===== config.mk =====
export PLATFORM = sky130hd
export DESIGN_NAME = control_sequencer_flat
export DESIGN_NICKNAME = d
export VERILOG_FILES = /design/src/rtl/control_sequencer_pkg.sv /design/src/rtl/control_sequencer_if.sv /design/src/rtl/control_sequencer_microcode_rom.sv /design/src/rtl/control_sequencer.sv /design/src/flat_wrapper.sv
export SDC_FILE = /design/constraint.sdc
export NUM_CORES = 1
export LEC_CHECK = 0
export CORE_MARGIN = 2
export CORE_UTILIZATION = 36
export CTS_CLUSTER_SIZE = 28
export DETAILED_ROUTE_END_ITERATION = 8
export PLACE_DENSITY = 0.74
export SETUP_SLACK_MARGIN = 0.3
export SYNTH_ARGS = -nofsm -noshare
export SYNTH_HDL_FRONTEND = slang
export SYNTH_SLANG_ARGS = --single-unit

===== constraint.sdc =====
create_clock -name i_clk -period 1.7 [get_ports i_clk]
set_input_delay 0.34 -clock i_clk [delete_from_list [all_inputs] [get_ports i_clk]]
set_output_delay 0.34 -clock i_clk [all_outputs]
set_load 0.02 [all_outputs]

===== src/rtl/control_sequencer_pkg.sv =====
`default_nettype none
// ============================================================================
//  Module      : control_sequencer_pkg
//  Description : Opcodes, step encodings and control-word masks for the
//                8-bit bus CPU control sequencer.
//  Revision    : 1.0 - initial release
// ============================================================================
package control_sequencer_pkg;

    localparam logic [3:0] OP_NOP = 4'h0;
    localparam logic [3:0] OP_LDA = 4'h1;
    localparam logic [3:0] OP_ADD = 4'h2;
    localparam logic [3:0] OP_SUB = 4'h3;
    localparam logic [3:0] OP_STA = 4'h4;
    localparam logic [3:0] OP_LDI = 4'h5;
    localparam logic [3:0] OP_JMP = 4'h6;
    localparam logic [3:0] OP_JC  = 4'h7;
    localparam logic [3:0] OP_JZ  = 4'h8;
    localparam logic [3:0] OP_OUT = 4'hE;
    localparam logic [3:0] OP_HLT = 4'hF;

    typedef enum logic [2:0] {
        STEP_T0 = 3'd0,
        STEP_T1 = 3'd1,
        STEP_T2 = 3'd2,
        STEP_T3 = 3'd3,
        STEP_T4 = 3'd4
    } step_t;

    // Control word is active-high internally; the top inverts the *_n strobes.
    localparam int CW_W = 15;
    typedef logic [CW_W-1:0] ctrl_word_t;

    localparam ctrl_word_t CW_NONE      = 15'h0000;
    localparam ctrl_word_t CW_PC_OUT    = 15'h0001;
    localparam ctrl_word_t CW_PC_INC    = 15'h0002;
    localparam ctrl_word_t CW_PC_LOAD   = 15'h0004;
    localparam ctrl_word_t CW_MAR_IN    = 15'h0008;
    localparam ctrl_word_t CW_RAM_OUT   = 15'h0010;
    localparam ctrl_word_t CW_RAM_IN    = 15'h0020;
    localparam ctrl_word_t CW_IR_IN     = 15'h0040;
    localparam ctrl_word_t CW_IR_OUT    = 15'h0080;
    localparam ctrl_word_t CW_A_IN      = 15'h0100;
    localparam ctrl_word_t CW_A_OUT     = 15'h0200;
    localparam ctrl_word_t CW_B_IN      = 15'h0400;
    localparam ctrl_word_t CW_OUT_IN    = 15'h0800;
    localparam ctrl_word_t CW_ALU_READ  = 15'h1000;
    localparam ctrl_word_t CW_ALU_SUB   = 15'h2000;
    localparam ctrl_word_t CW_ALU_FLAGS = 15'h4000;

    function automatic logic cw_has(input ctrl_word_t cw, input ctrl_word_t mask);
        return |(cw & mask);
    endfunction

endpackage
`default_nettype wire


===== src/rtl/control_sequencer_if.sv =====
`default_nettype none
// ============================================================================
//  Module      : control_sequencer_if
//  Description : Inputs and control strobes between the sequencer and the
//                CPU datapath.
//  Revision    : 1.0 - initial release
// ============================================================================
interface control_sequencer_if #(
    parameter int DATA_W = 8
);
    logic              i_step_en;
    logic [DATA_W-1:0] i_instr;
    logic              i_flag_c;
    logic              i_flag_z;

    logic              o_pc_out_n;
    logic              o_pc_inc;
    logic              o_pc_load_n;
    logic              o_mar_in_n;
    logic              o_ram_out_n;
    logic              o_ram_in_n;
    logic              o_ir_in_n;
    logic              o_ir_out_n;
    logic              o_a_in_n;
    logic              o_a_out_n;
    logic              o_b_in_n;
    logic              o_out_in_n;
    logic              o_alu_read_n;
    logic              o_alu_sub;
    logic              o_alu_flags_n;
    logic              o_flag_c;
    logic              o_flag_z;
    logic              o_halt;
    logic [2:0]        o_step;

    modport master (
        input  i_step_en, i_instr, i_flag_c, i_flag_z,
        output o_pc_out_n, o_pc_inc, o_pc_load_n, o_mar_in_n, o_ram_out_n,
               o_ram_in_n, o_ir_in_n, o_ir_out_n, o_a_in_n, o_a_out_n,
               o_b_in_n, o_out_in_n, o_alu_read_n, o_alu_sub, o_alu_flags_n,
               o_flag_c, o_flag_z, o_halt, o_step
    );

    modport slave (
        output i_step_en, i_instr, i_flag_c, i_flag_z,
        input  o_pc_out_n, o_pc_inc, o_pc_load_n, o_mar_in_n, o_ram_out_n,
               o_ram_in_n, o_ir_in_n, o_ir_out_n, o_a_in_n, o_a_out_n,
               o_b_in_n, o_out_in_n, o_alu_read_n, o_alu_sub, o_alu_flags_n,
               o_flag_c, o_flag_z, o_halt, o_step
    );
endinterface
`default_nettype wire


===== src/rtl/control_sequencer_microcode_rom.sv =====
`default_nettype none
// ============================================================================
//  Module      : control_sequencer_microcode_rom
//  Description : Combinational microcode: (opcode, step, C, Z) -> control
//                word, last-step, halt request and flag write enable.
//  Revision    : 1.0 - initial release
// ============================================================================
module control_sequencer_microcode_rom
    import control_sequencer_pkg::*;
#(
    parameter int OPCODE_W = 4
) (
    input  wire logic [OPCODE_W-1:0] i_opcode,
    input  wire logic [2:0]          i_step,
    input  wire logic                i_flag_c,
    input  wire logic                i_flag_z,
    output ctrl_word_t               o_ctrl,
    output logic                     o_last_step,
    output logic                     o_halt_req,
    output logic                     o_flag_we
);

    always_comb begin
        o_ctrl      = CW_NONE;
        o_last_step = 1'b0;
        o_halt_req  = 1'b0;
        o_flag_we   = 1'b0;
        case (i_step)
            STEP_T0: o_ctrl = CW_PC_OUT | CW_MAR_IN;
            STEP_T1: begin
                o_ctrl = CW_RAM_OUT | CW_IR_IN | CW_PC_INC;
                // Opcodes without an execute phase (NOP and 9..D) finish here.
                case (i_opcode)
                    OP_LDA, OP_ADD, OP_SUB, OP_STA, OP_LDI, OP_JMP,
                    OP_JC, OP_JZ, OP_OUT, OP_HLT: o_last_step = 1'b0;
                    default:                      o_last_step = 1'b1;
                endcase
            end
            STEP_T2: begin
                case (i_opcode)
                    OP_LDA, OP_ADD, OP_SUB, OP_STA: o_ctrl = CW_IR_OUT | CW_MAR_IN;
                    OP_LDI: begin
                        o_ctrl      = CW_IR_OUT | CW_A_IN;
                        o_last_step = 1'b1;
                    end
                    OP_JMP: begin
                        o_ctrl      = CW_IR_OUT | CW_PC_LOAD;
                        o_last_step = 1'b1;
                    end
                    OP_JC: begin
                        o_ctrl      = i_flag_c ? (CW_IR_OUT | CW_PC_LOAD) : CW_NONE;
                        o_last_step = 1'b1;
                    end
                    OP_JZ: begin
                        o_ctrl      = i_flag_z ? (CW_IR_OUT | CW_PC_LOAD) : CW_NONE;
                        o_last_step = 1'b1;
                    end
                    OP_OUT: begin
                        o_ctrl      = CW_A_OUT | CW_OUT_IN;
                        o_last_step = 1'b1;
                    end
                    OP_HLT:  o_halt_req  = 1'b1;
                    default: o_last_step = 1'b1;
                endcase
            end
            STEP_T3: begin
                case (i_opcode)
                    OP_LDA: begin
                        o_ctrl      = CW_RAM_OUT | CW_A_IN;
                        o_last_step = 1'b1;
                    end
                    OP_ADD, OP_SUB: o_ctrl = CW_RAM_OUT | CW_B_IN;
                    OP_STA: begin
                        o_ctrl      = CW_A_OUT | CW_RAM_IN;
                        o_last_step = 1'b1;
                    end
                    default: o_last_step = 1'b1;
                endcase
            end
            STEP_T4: begin
                o_last_step = 1'b1;
                case (i_opcode)
                    OP_ADD: begin
                        o_ctrl    = CW_ALU_READ | CW_A_IN | CW_ALU_FLAGS;
                        o_flag_we = 1'b1;
                    end
                    OP_SUB: begin
                        o_ctrl    = CW_ALU_READ | CW_A_IN | CW_ALU_FLAGS | CW_ALU_SUB;
                        o_flag_we = 1'b1;
                    end
                    default: o_ctrl = CW_NONE;
                endcase
            end
            default: o_last_step = 1'b1;
        endcase
    end

endmodule
`default_nettype wire


===== src/rtl/control_sequencer.sv =====
`default_nettype none
// ============================================================================
//  Module      : control_sequencer
//  Description : Microcoded control unit: step counter, HALT state, latched
//                ALU flags and enable/reset gating of the datapath strobes.
//  Revision    : 1.0 - initial release
// ============================================================================
module control_sequencer
    import control_sequencer_pkg::*;
#(
    parameter int OPCODE_W = 4,
    parameter int DATA_W   = 8
) (
    input  wire logic            i_clk,
    input  wire logic            i_reset,
    control_sequencer_if.master  bus
);

    step_t               r_step_q;
    step_t               w_step_d;
    logic                r_halt_q;
    logic                w_halt_d;
    logic                r_flag_c_q;
    logic                w_flag_c_d;
    logic                r_flag_z_q;
    logic                w_flag_z_d;

    logic [OPCODE_W-1:0] w_opcode;
    ctrl_word_t          w_ctrl_raw;
    ctrl_word_t          w_ctrl;
    logic                w_last_step;
    logic                w_halt_req;
    logic                w_flag_we;
    logic                w_advance;
    logic                w_unused_instr_low;

    assign w_opcode           = bus.i_instr[DATA_W-1 -: OPCODE_W];
    assign w_unused_instr_low = ^bus.i_instr[DATA_W-OPCODE_W-1:0];

    control_sequencer_microcode_rom #(
        .OPCODE_W (OPCODE_W)
    ) u_rom (
        .i_opcode    (w_opcode),
        .i_step      (r_step_q),
        .i_flag_c    (r_flag_c_q),
        .i_flag_z    (r_flag_z_q),
        .o_ctrl      (w_ctrl_raw),
        .o_last_step (w_last_step),
        .o_halt_req  (w_halt_req),
        .o_flag_we   (w_flag_we)
    );

    assign w_advance = bus.i_step_en & ~r_halt_q;

    always_comb begin
        w_step_d   = r_step_q;
        w_halt_d   = r_halt_q;
        w_flag_c_d = r_flag_c_q;
        w_flag_z_d = r_flag_z_q;
        if (w_advance) begin
            // HLT freezes the step at T2; only reset leaves the HALT state.
            if (w_halt_req) begin
                w_halt_d = 1'b1;
            end else if (w_last_step) begin
                w_step_d = STEP_T0;
            end else begin
                w_step_d = step_t'(r_step_q + 3'd1);
            end
            if (w_flag_we) begin
                w_flag_c_d = bus.i_flag_c;
                w_flag_z_d = bus.i_flag_z;
            end
        end
    end

    always_ff @(posedge i_clk or posedge i_reset) begin
        if (i_reset) begin
            r_step_q   <= STEP_T0;
            r_halt_q   <= 1'b0;
            r_flag_c_q <= 1'b0;
            r_flag_z_q <= 1'b0;
        end else begin
            r_step_q   <= w_step_d;
            r_halt_q   <= w_halt_d;
            r_flag_c_q <= w_flag_c_d;
            r_flag_z_q <= w_flag_z_d;
        end
    end

    // Reset is asynchronous, so it also masks the strobes directly.
    assign w_ctrl = (w_advance && !i_reset) ? w_ctrl_raw : CW_NONE;

    assign bus.o_pc_out_n    = ~cw_has(w_ctrl, CW_PC_OUT);
    assign bus.o_pc_inc      =  cw_has(w_ctrl, CW_PC_INC);
    assign bus.o_pc_load_n   = ~cw_has(w_ctrl, CW_PC_LOAD);
    assign bus.o_mar_in_n    = ~cw_has(w_ctrl, CW_MAR_IN);
    assign bus.o_ram_out_n   = ~cw_has(w_ctrl, CW_RAM_OUT);
    assign bus.o_ram_in_n    = ~cw_has(w_ctrl, CW_RAM_IN);
    assign bus.o_ir_in_n     = ~cw_has(w_ctrl, CW_IR_IN);
    assign bus.o_ir_out_n    = ~cw_has(w_ctrl, CW_IR_OUT);
    assign bus.o_a_in_n      = ~cw_has(w_ctrl, CW_A_IN);
    assign bus.o_a_out_n     = ~cw_has(w_ctrl, CW_A_OUT);
    assign bus.o_b_in_n      = ~cw_has(w_ctrl, CW_B_IN);
    assign bus.o_out_in_n    = ~cw_has(w_ctrl, CW_OUT_IN);
    assign bus.o_alu_read_n  = ~cw_has(w_ctrl, CW_ALU_READ);
    assign bus.o_alu_sub     =  cw_has(w_ctrl, CW_ALU_SUB);
    assign bus.o_alu_flags_n = ~cw_has(w_ctrl, CW_ALU_FLAGS);

    assign bus.o_flag_c = r_flag_c_q;
    assign bus.o_flag_z = r_flag_z_q;
    assign bus.o_halt   = r_halt_q;
    assign bus.o_step   = r_step_q;

endmodule
`default_nettype wire


===== src/flat_wrapper.sv =====
// flat-port wrapper written by rule: the top's interface ports become plain ports
module control_sequencer_flat import control_sequencer_pkg::*;
#(
    parameter int OPCODE_W = 4,
    parameter int DATA_W   = 8
)
  (i_clk, i_reset, bus_i_step_en, bus_i_instr, bus_i_flag_c, bus_i_flag_z, bus_o_pc_out_n, bus_o_pc_inc, bus_o_pc_load_n, bus_o_mar_in_n, bus_o_ram_out_n, bus_o_ram_in_n, bus_o_ir_in_n, bus_o_ir_out_n, bus_o_a_in_n, bus_o_a_out_n, bus_o_b_in_n, bus_o_out_in_n, bus_o_alu_read_n, bus_o_alu_sub, bus_o_alu_flags_n, bus_o_flag_c, bus_o_flag_z, bus_o_halt, bus_o_step);
  control_sequencer_if #(.DATA_W(DATA_W)) bus_i ();
  input  wire logic i_clk;
  input  wire logic i_reset;
  input wire logic [$bits(bus_i.i_step_en)-1:0] bus_i_step_en;
  input wire logic [$bits(bus_i.i_instr)-1:0] bus_i_instr;
  input wire logic [$bits(bus_i.i_flag_c)-1:0] bus_i_flag_c;
  input wire logic [$bits(bus_i.i_flag_z)-1:0] bus_i_flag_z;
  output wire logic [$bits(bus_i.o_pc_out_n)-1:0] bus_o_pc_out_n;
  output wire logic [$bits(bus_i.o_pc_inc)-1:0] bus_o_pc_inc;
  output wire logic [$bits(bus_i.o_pc_load_n)-1:0] bus_o_pc_load_n;
  output wire logic [$bits(bus_i.o_mar_in_n)-1:0] bus_o_mar_in_n;
  output wire logic [$bits(bus_i.o_ram_out_n)-1:0] bus_o_ram_out_n;
  output wire logic [$bits(bus_i.o_ram_in_n)-1:0] bus_o_ram_in_n;
  output wire logic [$bits(bus_i.o_ir_in_n)-1:0] bus_o_ir_in_n;
  output wire logic [$bits(bus_i.o_ir_out_n)-1:0] bus_o_ir_out_n;
  output wire logic [$bits(bus_i.o_a_in_n)-1:0] bus_o_a_in_n;
  output wire logic [$bits(bus_i.o_a_out_n)-1:0] bus_o_a_out_n;
  output wire logic [$bits(bus_i.o_b_in_n)-1:0] bus_o_b_in_n;
  output wire logic [$bits(bus_i.o_out_in_n)-1:0] bus_o_out_in_n;
  output wire logic [$bits(bus_i.o_alu_read_n)-1:0] bus_o_alu_read_n;
  output wire logic [$bits(bus_i.o_alu_sub)-1:0] bus_o_alu_sub;
  output wire logic [$bits(bus_i.o_alu_flags_n)-1:0] bus_o_alu_flags_n;
  output wire logic [$bits(bus_i.o_flag_c)-1:0] bus_o_flag_c;
  output wire logic [$bits(bus_i.o_flag_z)-1:0] bus_o_flag_z;
  output wire logic [$bits(bus_i.o_halt)-1:0] bus_o_halt;
  output wire logic [$bits(bus_i.o_step)-1:0] bus_o_step;
  assign bus_i.i_step_en = bus_i_step_en;
  assign bus_i.i_instr = bus_i_instr;
  assign bus_i.i_flag_c = bus_i_flag_c;
  assign bus_i.i_flag_z = bus_i_flag_z;
  assign bus_o_pc_out_n = bus_i.o_pc_out_n;
  assign bus_o_pc_inc = bus_i.o_pc_inc;
  assign bus_o_pc_load_n = bus_i.o_pc_load_n;
  assign bus_o_mar_in_n = bus_i.o_mar_in_n;
  assign bus_o_ram_out_n = bus_i.o_ram_out_n;
  assign bus_o_ram_in_n = bus_i.o_ram_in_n;
  assign bus_o_ir_in_n = bus_i.o_ir_in_n;
  assign bus_o_ir_out_n = bus_i.o_ir_out_n;
  assign bus_o_a_in_n = bus_i.o_a_in_n;
  assign bus_o_a_out_n = bus_i.o_a_out_n;
  assign bus_o_b_in_n = bus_i.o_b_in_n;
  assign bus_o_out_in_n = bus_i.o_out_in_n;
  assign bus_o_alu_read_n = bus_i.o_alu_read_n;
  assign bus_o_alu_sub = bus_i.o_alu_sub;
  assign bus_o_alu_flags_n = bus_i.o_alu_flags_n;
  assign bus_o_flag_c = bus_i.o_flag_c;
  assign bus_o_flag_z = bus_i.o_flag_z;
  assign bus_o_halt = bus_i.o_halt;
  assign bus_o_step = bus_i.o_step;
  control_sequencer #(.OPCODE_W(OPCODE_W), .DATA_W(DATA_W)) u_core (.i_clk(i_clk), .i_reset(i_reset), .bus(bus_i));
endmodule

==> Word-level counts from Yosys, hierarchy flattened <==
Memory sizes are Yosys's and may differ from the RTL's.
Index checks and enable logic that the tools add are counted.
{ "word_totals": {"word_cells": 60, "n_memories": 1, "regBits": 6, "input_bits": 13, "romBits": 16, "out_inout_bits": 21} }
{ "classes": {"add_sub_neg": 1, "n_reduce_logical": 9, "muxes": 15, "n_bitwise": 16, "n_eq_ne": 14} }
{ "memory_table": {"columns": ["memory", "words", "word_bits", "rd", "rd_clocked_by_memory_dff", "wr", "line_no", "source"], "rows": [
  ["(no name shown)", 16, 1, 1, 0, 0, "control_sequencer_microcode_rom.sv:33", "case (i_opcode)"]
]} }
{ "ops": {"columns": ["op", "n"], "rows": [
  ["15-bit case mux with 6 select lines", 1],
  ["15-bit case mux with 5 select lines", 1],
  ["11-bit case mux with 3 select lines", 1],
  ["15-bit case mux with 2 select lines", 1],
  ["4-bit by 3-bit equality test with 1-bit output, second input constant", 4],
  ["8-bit 2-to-1 mux", 2],
  ["15-bit 2-to-1 mux", 1],
  ["1-bit inverter", 15],
  ["4-bit equality test, second input constant", 3],
  ["4-bit by 2-bit equality test with 1-bit output, second input constant", 2],
  ["3-bit by 2-bit equality test with 1-bit output, second input constant", 2],
  ["1-bit 2-to-1 mux", 6],
  ["2-bit AND reduction", 3],
  ["5-bit OR reduction", 1],
  ["4-bit by 1-bit equality test with 1-bit output, second input constant", 1],
  ["1-bit case mux with 4 select lines", 1],
  ["4-bit OR reduction", 1],
  ["3-bit by 1-bit adder with 3-bit output, second input constant", 1],
  ["3-bit by 1-bit equality test with 1-bit output, second input constant", 1],
  ["3-bit equality test, second input constant", 1],
  ["3-bit logical NOT", 1],
  ["3-bit 2-to-1 mux", 1],
  ["2-bit OR reduction", 1],
  ["1-bit bitwise AND", 1],
  ["2 further kinds", 2]
]} }

==> Longest topological paths before layout <==
Gate-level depths: netlist of the first run.
{ "logic_depth": {"depth_word": 6, "mapped_depth": 6, "depth_no_buf": 6} }

==> By module <==
From an unflattened synthesis of the first run, not the netlist that was laid out.
{ "unflattened": {"hier_cells": 96, "area_unflattened_um2": 694.4} }
{ "modules_own_cells": {"columns": ["mod", "cells_each", "n_inst", "seq_area_each_um2", "area_per_inst_um2"], "rows": [
  ["control_sequencer_microcode_rom", 57, 1, 0.0, 354.1],
  ["control_sequencer", 39, 1, 150.1, 340.3]
]} }

==> Worst setup path before layout of the first run <==
No wires, ideal clock.
{ "synth_timing": {"path_type": "flip-flop to output port", "startpoint": "reg u_core.r_step_q[0], in the netlist u_core.bus.o_step[0]", "endpoint": "out bus_o_a_in_n", "arrival_ns": 1.760, "path_stages_with_launch": 7, "setup_slack_ns": -0.400, "path_cell_list": "dfrtp_1 > inv_1 > ha_1 > nor3_1 > nor2_1 > o211a_1 > a32oi_1"} }
{ "synth_between": {"elab_chain_cells": 4, "word_cells_on_any_way": 8, "cone_classes": "4 x eq/ne; 2 x mux; 1 x bitwise; 1 x reduce/logical"} }
{ "synth_rtl": {"columns": ["item", "line_no", "source"], "rows": [
  ["from (decl)", "control_sequencer.sv:19", "step_t r_step_q;"],
  ["from (signal assigned)", "control_sequencer.sv:83", "r_step_q <= w_step_d;"],
  ["3-bit equality test (tied with other cells)", "control_sequencer_microcode_rom.sv:28", "case (i_step)"],
  ["15-bit case mux with 5 select lines *", "control_sequencer_microcode_rom.sv:28", null],
  ["15-bit 2-to-1 mux *", "control_sequencer.sv:91", "assign w_ctrl = (w_advance && !i_reset) ? w_ctrl_raw : CW_NONE;"],
  ["1-bit inverter *", "control_sequencer.sv:101", "assign bus.o_a_in_n = ~cw_has(w_ctrl, CW_A_IN);"],
  ["to (decl)", "flat_wrapper.sv:23", "output wire logic [$bits(bus_i.o_a_in_n)-1:0] bus_o_a_in_n;"]
]} }
Every way passes the cells marked *; elsewhere a longest branch is shown, timed or not.

==> Worst setup path after layout of the first run <==
Ends and elaborated chain as after synthesis.

==> impl_metrics.csv, run 1 <==
group,metric,value,unit
drt,drc,0,
grt,grt.total_usage,29.8,%
clock_tree,clk_path_buf_depth,2,
setup_path,path_buf_inv,4,
floorplanning,die-area,2390,um^2
clock_tree,clk_pin_slew,0.06,ns
floorplanning,ios,34,
setup_path,critPathSlowestCell,"dfrtp_2",
setup_path,path_cells,"inv_2, ha_4, buf_6, and2b_4, buf_4, a31o_4, a32oi_4, buf_6",
yosys,ys_warn_count,0,
placed_design,dp.final_hpwl,2070,um
sta,final.setup.worst_slack,-0.564,ns
drt,drt_iter0_drc,92,
clock_tree,cts_tree,"done",
layout,drive_gt1_share,68.8,%
clock_tree,cts.sinks,6,
placed_design,dp.cells,187,
layout,antenna_cells_inserted,0,
floorplanning,coreArea,1940,um^2
clock_tree,hold_buffers,0,
setup_path,cpMostUsedCell,"buf_6",
flow_run,cap_violations,0,
sta,worst_pin_slew,0.289,ns
setup_path,crit_family,"flip-flops",
drt,via_per_inst,6.04,
clock_tree,cts_made_buffers,3,
yosys,synth.distinct_cells,39,
layout,utilization,90.9,%
power_and_ir_drop,power.leakage,0.799,nW
status,status,"complete, but fails checks",
grt,gr-total-overflow,0,
clock_tree,cts_htree_levels,1,
setup_path,worst-setup-path-type,"reg2out",
yosys,synth_fp_nets,110,
sta,period_minus_slack,2.26,ns
sta,hold_violations,0,
layout,area_growth,143,%
sta,timing.final.crit_share,133,%
setup_path,required,1.36,ns
floorplanning,die_w,48.9,um
placed_design,io_buffer_count,29,
yosys,ys_ff_latch,6,
placed_design,pre_cts_ws,-0.827,ns
floorplanning,fp.dieH,48.9,um
clock_tree,clk_latency,0.25,ns
yosys,netlist_area,727,um^2
clock_tree,root_buffer,"clkbuf_4",
placed_design,gp_congestion,0.843,
floorplanning,num_rows,16,
layout,instances_no_fill,203,
drt,ant_nets,0,
drt,detail_route.wl_per_cell,21.8,um
hold_path,hold_class,"in2async",
yosys,syn-instance-count,92,
yosys,syn_area_per_cell,7.90,um^2
grt,grt_pass1_wl,5560,um
floorplanning,start_util,37.4,%
layout,fillerInstances,75,
sta,clock-skew-final,0.00812,ns
sta,grt_setup_unrepaired,"true",
sta,maxSlewViolCount,0,
drt,dr.pass1.iters,4,
grt,grt_max_degree,9,
sta,slew_headroom,80.6,%
layout,num-nets-final,195,
placed_design,postPlaceCellArea,1420,um^2
grt,grt_pass1_vias,1175,
drt,vias,1226,
setup_path,cp.arrival,1.92,ns
grt,antenna_found_initial,0,
drt,wl,4430,um
setup_path,cp-start-kind,"flip-flop",
yosys,yosysSeqAreaShare,20.7,%
layout,stdcell_area,1760,um^2
power_and_ir_drop,power,2.03,mW
setup_path,cpPeakStageDelay,0.47,ns
setup_path,cp-end-kind,"output port",
power_and_ir_drop,ir_drop,1250,uV
sta,max_clock_freq,442,MHz
sta,finalSetupViolations,19,
status,violations,"setup timing",
setup_path,crit_fanout,4,
power_and_ir_drop,power_density,1150,nW/um^2
==> metal layers <==
metal  GRT usage, %  vias up  part of all wire (%)
li1               -      507                     -
met1           33.5      586                    38
met2           58.4      102                    48
met3           1.84       31                   8.9
met4           10.0        0                   4.8
met5              0        -                     0
==> cell usage in the layout, fill, tap and decap left out, types with 4 or more instances in the layout <==
master / n
ha_4: 5
buf_6: 27
nand2_1: 4
buf_4: 44
dlygate4sd2_1: 8
inv_1: 4
nand3_1: 4
a21oi_1: 4
==> layout make-up <==
class                      count  area [um^2]  share of cell area [%]
clock buffer                   4         26.3                    1.49
inverter                       7         28.8                    1.63
multi-input combinational     74          771                    43.7
sequential                     6          154                    8.72
tap                           27         33.8                    1.91
timing repair buffer          85          751                    42.6
==> synthesized netlist by cell type <==
cell       number  area [um^2]
a211o_1         1         8.76
a21oi_1         4         20.0
a311o_1         1         10.0
a31o_2          1         8.76
a31oi_1         2         12.5
a32o_1          1         10.0
a32oi_1         2         17.5
a41o_1          1         10.0
and2_1          1         6.26
and2b_4         1         10.0
and3_1          2         12.5
and3_4          1         11.3
buf_2           3         15.0
buf_4           1         7.51
clkbuf_1        1         3.75
dfrtp_1         6          150
ha_1            5         62.6
inv_1           7         26.3
mux2_2          2         22.5
nand2_1         8         30.0
nand2b_1        3         18.8
nand3_1         6         30.0
nand3b_1        2         15.0
nor2_1          6         22.5
nor2b_1         2         12.5
nor3_1          3         15.0
nor3b_2         2         25.0
o2111ai_1       1         8.76
o211a_1         1         10.0
o211ai_1        2         15.0
o21a_1          1         7.51
o21ai_0         3         15.0
o311ai_1        1         8.76
o31ai_1         3         22.5
o32ai_2         1         16.3
or2_1           1         6.26
or3_1           1         6.26
or4_1           1         7.51
xnor2_1         1         8.76
==> timing repair <==
item	CTS	global route
setup buffers	10	2
resized for setup	139	23
pin swaps	15	11
setup endpoints to repair	27	23
==> flip-flops by register name (all words and copies together) (netlist names) <==
signal               count
u_core.bus.o_halt        1
u_core.bus.o_flag_c      1
u_core.bus.o_step        3
u_core.bus.o_flag_z      1
==> cells by family (layout without fill, tap and decap cells) <==
family | after synthesis | in the layout | synth area share (%)
buffers and inverters | 12 | 96 | 7.23
XOR/XNOR | 1 | 1 | 1.21
AO/OA/AOI/OAI | 26 | 26 | 27.7
AND/OR/NAND/NOR | 40 | 40 | 31.5
multiplexers | 2 | 2 | 3.10
flip-flops | 6 | 6 | 20.7
adder cells (fa/ha/maj) | 5 | 5 | 8.61
==> power by group <==
part	switching [mW]	total [mW]	leakage [nW]	internal, mW
Sequential	0.108	0.315	0.0759	0.207
Combinational	0.776	1.56	0.708	0.785
Clock	0.0620	0.152	0.0150	0.0896
Total	0.946	2.03	0.799	1.08
==> metrics by stage <==
stage          setup TNS (ns)  hold slack [ns]
2_1_floorplan          -0.744            0.131
3_3_place_gp           -12.71            0.556
6_report                -7.17            0.329
5_1_grt                 -7.85            0.375
4_1_cts                 -5.12            0.328
3_5_place_dp           -13.50            0.560
==> tightest hold or removal path, cell delays in order <==
cell,delay [ns]
dlygate4sd2_1,0.27
buf_4,0.16
inv_1,0.19
==> final timing paths <==
kind / startpoint / endpoint / slack (ns) / cells past startpoint
setup / recovery: u_core.bus.o_step[0]$_DFFE_PP0P_ / bus_o_a_in_n / -0.56 / 8
hold / removal: i_reset / u_core.bus.o_step[1]$_DFFE_PP0P_ / 0.33 / 3
setup reg to reg: u_core.bus.o_step[0]$_DFFE_PP0P_ / u_core.bus.o_step[0]$_DFFE_PP0P_ / -0.44 / 11
hold reg to reg: u_core.bus.o_halt$_DFFE_PP0P_ / u_core.bus.o_halt$_DFFE_PP0P_ / 0.59 / 1
max in group asynchronous: i_reset / u_core.bus.o_step[0]$_DFFE_PP0P_ / 1.16 / 3
min in group i_clk: u_core.bus.o_halt$_DFFE_PP0P_ / u_core.bus.o_halt$_DFFE_PP0P_ / 0.59 / 1
Power figures use the tool's default switching activity.
==> inputs of run 2 (changes only) <==
- ABC_CLOCK_PERIOD_IN_PS: unset -> 1700
==> results of run 2 <==
No change in the layout: final DEF, timing and power equal those of run 1.
==> inputs of run 3 (changes only) <==
- SLEW_MARGIN: unset -> 20
==> results of run 3 <==
No change in the layout: final DEF, timing and power equal those of run 1.
